--- src/rtl/img_processing_pkg.sv ---
// Shared image-pipeline types and default frame geometry.
package img_processing_pkg;

  localparam int IMG_W_DEF    = 670;
  localparam int IMG_H_DEF    = 410;
  localparam int FRAME_PIXELS = IMG_W_DEF * IMG_H_DEF;
  localparam int FRAME_ADDR_W = $clog2(FRAME_PIXELS);

  typedef enum logic [1:0] {
    TX_IDLE  = 2'd0,
    TX_RUN   = 2'd1,
    TX_DRAIN = 2'd2
  } tx_state_t;

  // Counter width that stays legal for a dimension of 1.
  function automatic int cnt_width(input int n);
    return (n > 1) ? $clog2(n) : 1;
  endfunction

endpackage

--- src/rtl/axis_fifo2.sv ---
// Two-entry register FIFO; the head entry is always presented on head.
module axis_fifo2 #(
  parameter int W = 8
) (
  input  logic         aclk,
  input  logic         aresetn,
  input  logic         push,
  input  logic         pop,
  input  logic [W-1:0] din,
  output logic [W-1:0] head,
  output logic [1:0]   count,
  output logic         empty
);

  logic [W-1:0] tail;

  always_ff @(posedge aclk or negedge aresetn) begin
    if (!aresetn) begin
      head  <= '0;
      tail  <= '0;
      count <= '0;
    end else begin
      case ({push, pop})
        2'b10: begin
          if (count != 2'd2) begin
            if (count == 2'd0) head <= din;
            else               tail <= din;
            count <= count + 2'd1;
          end
        end
        2'b01: begin
          if (count != 2'd0) begin
            head  <= tail;
            count <= count - 2'd1;
          end
        end
        2'b11: begin
          // Simultaneous push/pop keeps the count; an empty FIFO cannot pop.
          if (count == 2'd2) begin
            head <= tail;
            tail <= din;
          end else if (count == 2'd1) begin
            head <= din;
          end else begin
            head  <= din;
            count <= 2'd1;
          end
        end
        default: ;
      endcase
    end
  end

  assign empty = (count == 2'd0);

endmodule

--- src/rtl/axis_frame_tx.sv ---
// Streams one stored frame from a synchronous-read RAM as AXI-Stream, raster order.
// state    | meaning
// TX_IDLE  | waiting for start; issue counters parked at pixel 0
// TX_RUN   | issuing RAM reads while the output buffer has room
// TX_DRAIN | all reads issued; emptying in-flight read and FIFO
module axis_frame_tx
  import img_processing_pkg::*;
#(
  parameter int IMG_W            = IMG_W_DEF,
  parameter int IMG_H            = IMG_H_DEF,
  parameter int AXIS_TDATA_WIDTH = 8,
  parameter int AXIS_TUSER_WIDTH = 1,
  parameter int ADDR_W           = $clog2(IMG_W * IMG_H)
) (
  input  logic                        aclk,
  input  logic                        aresetn,
  input  logic                        start,
  output logic                        busy,
  output logic                        done,
  output logic                        mem_rd_en,
  output logic [ADDR_W-1:0]           mem_rd_addr,
  input  logic [AXIS_TDATA_WIDTH-1:0] mem_rd_data,
  output logic [AXIS_TDATA_WIDTH-1:0] m_axis_tdata,
  output logic                        m_axis_tvalid,
  input  logic                        m_axis_tready,
  output logic [AXIS_TUSER_WIDTH-1:0] m_axis_tuser,
  output logic                        m_axis_tlast
);

  localparam int PIXELS = IMG_W * IMG_H;
  localparam int COL_W  = cnt_width(IMG_W);
  localparam int ROW_W  = cnt_width(IMG_H);
  localparam int ENT_W  = AXIS_TDATA_WIDTH + 2;

  tx_state_t         state, state_nx;
  logic [COL_W-1:0]  col;
  logic [ROW_W-1:0]  row;
  logic [ADDR_W-1:0] addr_cnt, addr_last;
  logic              inflight, sof_d, eol_d, done_r;
  logic              pop, rd_en, eol_now, last_issue, last_pop;
  logic [2:0]        occ_nx;
  logic [ENT_W-1:0]  fifo_head;
  logic [1:0]        fifo_count;
  logic              fifo_empty;

  assign pop        = !fifo_empty && m_axis_tready;
  // Entries still owed to the sink after this edge, before any new read.
  assign occ_nx     = {1'b0, fifo_count} + {2'b00, inflight} - {2'b00, pop};
  assign rd_en      = (state == TX_RUN) && (occ_nx < 3'd2);
  assign eol_now    = (col == COL_W'(IMG_W - 1));
  assign last_issue = rd_en && (addr_cnt == ADDR_W'(PIXELS - 1));
  assign last_pop   = (state == TX_DRAIN) && pop && !inflight && (fifo_count == 2'd1);

  always_comb begin
    state_nx = state;
    unique case (state)
      TX_IDLE:  if (start)      state_nx = TX_RUN;
      TX_RUN:   if (last_issue) state_nx = TX_DRAIN;
      TX_DRAIN: if (last_pop)   state_nx = TX_IDLE;
      default:                  state_nx = TX_IDLE;
    endcase
  end

  always_ff @(posedge aclk or negedge aresetn) begin
    if (!aresetn) begin
      state     <= TX_IDLE;
      col       <= '0;
      row       <= '0;
      addr_cnt  <= '0;
      addr_last <= '0;
      inflight  <= 1'b0;
      sof_d     <= 1'b0;
      eol_d     <= 1'b0;
      done_r    <= 1'b0;
    end else begin
      state    <= state_nx;
      inflight <= rd_en;
      done_r   <= last_pop;
      if (state == TX_IDLE && start) begin
        col      <= '0;
        row      <= '0;
        addr_cnt <= '0;
      end else if (rd_en) begin
        addr_last <= addr_cnt;
        addr_cnt  <= addr_cnt + ADDR_W'(1);
        // Flags travel one cycle behind the address so they meet the read data.
        sof_d     <= (col == '0) && (row == '0);
        eol_d     <= eol_now;
        if (eol_now) begin
          col <= '0;
          row <= row + ROW_W'(1);
        end else begin
          col <= col + COL_W'(1);
        end
      end
    end
  end

  axis_fifo2 #(.W(ENT_W)) u_fifo (
    .aclk    (aclk),
    .aresetn (aresetn),
    .push    (inflight),
    .pop     (pop),
    .din     ({mem_rd_data, sof_d, eol_d}),
    .head    (fifo_head),
    .count   (fifo_count),
    .empty   (fifo_empty)
  );

  always_comb begin
    m_axis_tuser    = '0;
    m_axis_tuser[0] = fifo_head[1];
  end

  assign m_axis_tdata  = fifo_head[ENT_W-1:2];
  assign m_axis_tlast  = fifo_head[0];
  assign m_axis_tvalid = !fifo_empty;
  assign mem_rd_en     = rd_en;
  assign mem_rd_addr   = rd_en ? addr_cnt : addr_last;
  assign busy          = (state != TX_IDLE);
  assign done          = done_r;

endmodule
--- config.mk ---
export PLATFORM = sky130hd
export DESIGN_NAME = axis_frame_tx
export DESIGN_NICKNAME = d
export VERILOG_FILES = /design/src/rtl/img_processing_pkg.sv /design/src/rtl/axis_fifo2.sv /design/src/rtl/axis_frame_tx.sv
export SDC_FILE = /design/constraint.sdc
export NUM_CORES = 1
export LEC_CHECK = 0
export BUFFER_PORTS_ARGS = -buffer_cell sky130_fd_sc_hd__buf_2
export CAP_MARGIN = 20
export CORE_MARGIN = 5
export CORE_UTILIZATION = 25
export CTS_CLUSTER_DIAMETER = 200
export DETAILED_ROUTE_END_ITERATION = 8
export GPL_ROUTABILITY_DRIVEN = 0
export HOLD_SLACK_MARGIN = 0.08
export PLACE_DENSITY = 0.46
export SYNTH_ARGS = -nofsm -noshare
export SYNTH_HDL_FRONTEND = slang
export SYNTH_SLANG_ARGS = --single-unit
export TNS_END_PERCENT = 5
--- constraint.sdc ---
create_clock -name aclk -period 8.6 [get_ports aclk]
set_input_delay 0.43 -clock aclk [delete_from_list [all_inputs] [get_ports aclk]]
set_output_delay 0.43 -clock aclk [all_outputs]
set_load 0.01 [all_outputs]
After elaboration in Yosys (flattened, before gate mapping):

Cells that the tools add are included.

* logic and storage cells: 94
* register bits: 85

* magnitude comparators: 1
* equality and inequality tests: 20
* multiplexer cells: 27
* add/subtract/negate cells: 7
* reduce and logical (&&, ||, !) cells: 26
* bitwise gates (word level): 1

Operator list (number)
* two-way mux 10 bit: 10
* two-way mux 19 bit: 3
* case mux 10 bit (3 select lines): 1
* two-way mux 9 bit: 3
* case mux 10 bit (2 select lines): 1
* adder 19 x 1 -> 19 bit (second input constant): 1
* == test 19 bit (second input constant): 1
* != test 2 bit (second input constant): 8
* two-way mux 2 bit: 7
* case mux 2 bit (3 select lines): 2
* adder 10 x 1 -> 10 bit (second input constant): 1
* == test 10 bit (second input constant): 1
* logical NOT 10 bit: 1
* nonzero test 2 bit: 5
* adder 9 x 1 -> 9 bit (second input constant): 1
* logical NOT 9 bit: 1
* == test 2 bit (second input constant): 4
* logical AND 1 bit: 8
* AND reduction 4 bit: 2
* == test 2 x 1 -> 1 bit (second input constant): 3
* != test 2 x 1 -> 1 bit (second input constant): 3
* AND reduction 5 bit: 1
* logical NOT 2 bit: 2
* AND reduction 2 bit: 2
* other kinds (9): 10

Longest topological paths before layout:

* depth after elaboration: 9
* mapped depth: 14

By module:

Synthesis repeated with hierarchy kept, for this count alone.

* cells, all modules: 448
* area total of the unflattened synthesis: 4355.4 µm²

By module, submodules not included
* axis_frame_tx: instances 1, area an instance 3264.4 µm², cells an instance 361
* axis_fifo2: instances 1, area an instance 1091.0 µm², cells an instance 87

Least setup slack after synthesis:

No wires, ideal clock.

* path type: register to output
* start point: register u_fifo.count[1]
* end point: output port mem_rd_addr[11]
* data arrival time: 2942 ps
* stages on the path, launching flop included: 15
* required time: 8170 ps
* slack: 5228 ps
* path buffers: 3
* path through: dfrtp_1 inv_1 ha_1 nor2b_1 xnor2_1 nand2_1 fa_1 and3b_1 clkbuf_2 nand2_1 buf_2 inv_2 buf_2 nand2_1 nand2_1

* cells in the longest elaborated chain, start to end: 7
* elaborated cells between the ends (all ways): 8

Ends and longest elaborated chain
* from (decl): line axis_fifo2.sv:11 `output logic [1:0] count,`
* from (signal assigned): line axis_fifo2.sv:28 `count <= count + 2'd1;`
* from (signal assigned): line axis_fifo2.sv:34 `count <= count - 2'd1;`
* branches (longest 3 deep; another with adder 2 x 1 -> 3 bit)
* subtractor 3 x 1 -> 3 bit *: line axis_frame_tx.sv:48 `assign occ_nx = {1'b0, fifo_count} + {2'b00, inflight} - {2'b00, pop};`
* < comparator 3 x 2 -> 1 bit *: line axis_frame_tx.sv:49 `assign rd_en = (state == TX_RUN) && (occ_nx < 3'd2);`
* logical AND 1 bit *: line axis_frame_tx.sv:49
* named net mem_rd_en: line axis_frame_tx.sv:20 `output logic mem_rd_en,`
* two-way mux 19 bit *
* to (decl): line axis_frame_tx.sv:21 `output logic [ADDR_W-1:0] mem_rd_addr,`

Mark *: on every way through the listed nets, which the timed path passes.

Worst setup path after layout:

* start point: register u_fifo.count[1]
* end point: output port mem_rd_addr[5]

* cells in the longest elaborated chain, start to end: 7
* elaborated cells between the ends (all ways): 8

Ends and longest elaborated chain (line)
* branches (longest 3 deep; another with adder 2 x 1 -> 3 bit)
* subtractor 3 x 1 -> 3 bit *: axis_frame_tx.sv:48
* < comparator 3 x 2 -> 1 bit *: axis_frame_tx.sv:49
* logical AND 1 bit *: axis_frame_tx.sv:49
* two-way mux 19 bit *

Every way passes the cells marked *.

==> flow_summary.toml <==
[run_status]
outcome = "finished clean"

[synthesis]
syn_area_um2 = 4440
synth_largest_area_cell = "dfrtp_1"
ys.flop_type = "dfrtp_1"
synth-seq-cells = 85
synth_top_cells_by_area = "dfrtp_1, nand2_1, mux2i_1, nor2_1, mux2_2"
yosys_warnings = 0
synth_nets = 497
synth_top_area_share_pct = 47.9
ys_seq_area_share_pct = 47.9
syn_inst = 475
synth.distinct_cells = 55
async_flop_share_pct = 100
synth_edf_count = 0
synthTopCellsByCount = "nand2_1, dfrtp_1, nor2_1"
synth.avg_cell_area_um2 = 9.34
post-synth-top-count-cell = "nand2_1"

[cts]
ctsResizeCount = 0
worstSkewPairLatency_ns = 0.34
cts_tree = "built"
cts_root_buf = "clkbuf_16"
clk_pin_slew_ns = 0.06
cts_num_sinks = 85
cts_max_path_buffers = 2
cts_hold_buf = 1
cts_made_buffers = 9
h-tree-depth = 3
post_cts_buffers = 0

[placed_design]
place_inst = 725
post_dp_cell_area_um2 = 4880
dp_hpwl_um = 7500
numPortBuffers = 44
place_ws_ns = 4.63

[grt]
globalRoute.totalOverflow = 0
grt_pass1_wl_um = 18500
antenna_found_initial = 0
grt_max_degree = 77
track_usage_pct = 11.4
grt_pass1_vias = 3580

[timing]
final.setup_skew_ns = 0.0105
hold_violations = 0
rsz0062_at_grt = "false"
period_share_pct = 50.3
tightest_slew_ns = 0.945
slew_headroom_pct = 37.0
setup_viol = 0
holdWs_ns = 0.335
period_minus_slack_ns = 4.33
fin_tns_setup_ns = 0
report.final.slew_viol_count = 0
setup_slack_ns = 4.27
fmax_mhz = 231

[detailed_routing]
drt-wirelength-per-cell_um = 14.8
drtAntennaViolNets = 0
via_per_inst = 4.80
first_pass_iters = 4
drt-total-wl_um = 11000
vias = 3570
drc_errors = 0
drtIter0Drc = 193

[floorplan]
num_rows = 48
dieArea_um2 = 20500
io_pins = 45
initial_core_util_pct = 25.6
die_w_um = 143
die_y_um = 143
core_region_area_um2 = 17400

[pwr]
powerDensity_nw_per_um2 = 304
irDropWorstVdd_mv = 0.118
p_leak_uw = 0.00258

[finish]
drive_above_1_share_pct = 18.0
syn_to_final_growth_pct = 18.3
nets = 535
layoutNonFillerInstCount = 743
antennaDiodeCount = 0
design_area_um2 = 5250

[worst_hold_path]
hold_path.class = "input port to register"

[worst_setup_path]
critical_path.max_fanout = 29
start_kind = "register"
crit_path_end_kind = "output pin"
criticalPathCategory = "register to output pin"
arrival_ns = 3.90
required_ns = 8.17

[job]
drv_cap = 0
cell usage in the layout (no fill, tap or decap), types with 2 or more instances in the layout:
cell type | netlist | layout
nand2_1 | 104 | 104
dfrtp_1 | 85 | 85
buf_2 | 6 | 43
nor2_1 | 36 | 36
nand3_1 | 19 | 19
mux2i_1 | 16 | 16
a21oi_1 | 14 | 14
inv_1 | 13 | 13
nand4_1 | 13 | 13
o21ai_0 | 12 | 12
mux2_2 | 12 | 12
nor3_1 | 10 | 10
xnor2_1 | 10 | 10
nand2b_1 | 9 | 9
ha_1 | 9 | 9
clkbuf_16 | 0 | 9
nor4_1 | 7 | 7
o22a_1 | 7 | 7
or4_1 | 6 | 6
a31oi_1 | 6 | 6
a311oi_1 | 5 | 5
o31ai_1 | 5 | 5
nor2b_1 | 4 | 4
and3_1 | 4 | 4
buf_4 | 0 | 4
nor4b_1 | 3 | 3
a31o_2 | 3 | 3
and4_1 | 3 | 3
or3_1 | 3 | 3
a32oi_1 | 3 | 3
xor2_1 | 3 | 3
or2_2 | 2 | 2
and2_1 | 2 | 2
a21o_1 | 2 | 2
o221a_2 | 2 | 2
a41o_1 | 2 | 2
or3_2 | 2 | 2
clkbuf_8 | 0 | 2
bufinv_16 | 0 | 2
cell type report:
class / instances / area (um2)
fill: 1815 / 12100
multi-input combinational: 354 / 2170
sequential: 85 / 2130
timing repair buffer: 49 / 283
tap: 225 / 282
clock buffer: 11 / 253
clock inverter: 5 / 81.3
inverter: 14 / 52.6
logic make-up (layout without fill, tap and decap cells):
group | Yosys count | in the layout | synth area share, %
and+or+nand+nor | 235 | 235 | 25.5
adders and majority gates | 10 | 10 | 2.99
AOI/OAI and AO/OA | 66 | 66 | 10.3
buffers and inverters | 36 | 79 | 3.24
muxes | 28 | 28 | 6.66
DFF | 85 | 85 | 47.9
xor gates and xnor gates | 15 | 15 | 3.30
through the flow:
stage / power, uW / util (%)
6_report: 1590 / 30.2
5_1_grt: 1710 / 30.2
4_1_cts: 1620 / 30.1
3_5_place_dp: 1170 / 28.1
3_3_place_gp: 1150 / 28.1
2_1_floorplan: 986 / -
flip-flops by register name, summed over array words and instances (netlist names):
register	count
addr_cnt	19
addr_last	19
col	10
done	1
eol_d	1
inflight	1
row	9
sof_d	1
state	2
u_fifo.count	2
u_fifo.head	10
u_fifo.tail	10
worst max-delay path, stage by stage (launching register included):
cell and delay [ns]:
dfrtp_1 0.55, inv_1 0.12, ha_1 0.37, nor2b_1 0.40
xnor2_1 0.19, nand2_1 0.09, fa_1 0.53, and3b_1 0.31
nand2_1 0.15, inv_2 0.44, nand2_1 0.14, nand2_1 0.11
buf_2 0.14
per-layer routing:
metal / global-route usage [%] / up-vias / part of all wire [%]
met5: 0 / - / 0
met4: 3.82 / 0 / 1.3
met3: 2.91 / 13 / 4.3
met2: 17.2 / 52 / 43
met1: 15.9 / 1753 / 51
li1: - / 1752 / -
power breakdown:
group          total, uW  internal, uW  leakage, uW  switching [uW]
Clock                434           271     0.000162             163
Combinational        612           224      0.00129             388
Sequential           547           479      0.00113            68.1
path summary, 6_finish.rpt:
kind | from | to | slack [ns] | cells after the start
max in group asynchronous | aresetn | row[8] | 7.33 | 4
worst max register to register | u_fifo.count[1] | row[7] | 4.83 | 10
worst min-delay path | mem_rd_data[1] | u_fifo.head[3] | 0.34 | 3
worst max-delay path | u_fifo.count[1] | mem_rd_addr[5] | 4.27 | 12
worst min register to register | addr_last[18] | addr_last[18] | 0.47 | 2
min in group asynchronous | aresetn | u_fifo.tail[6] | 0.46 | 2
Power figures use the tool's default switching activity.
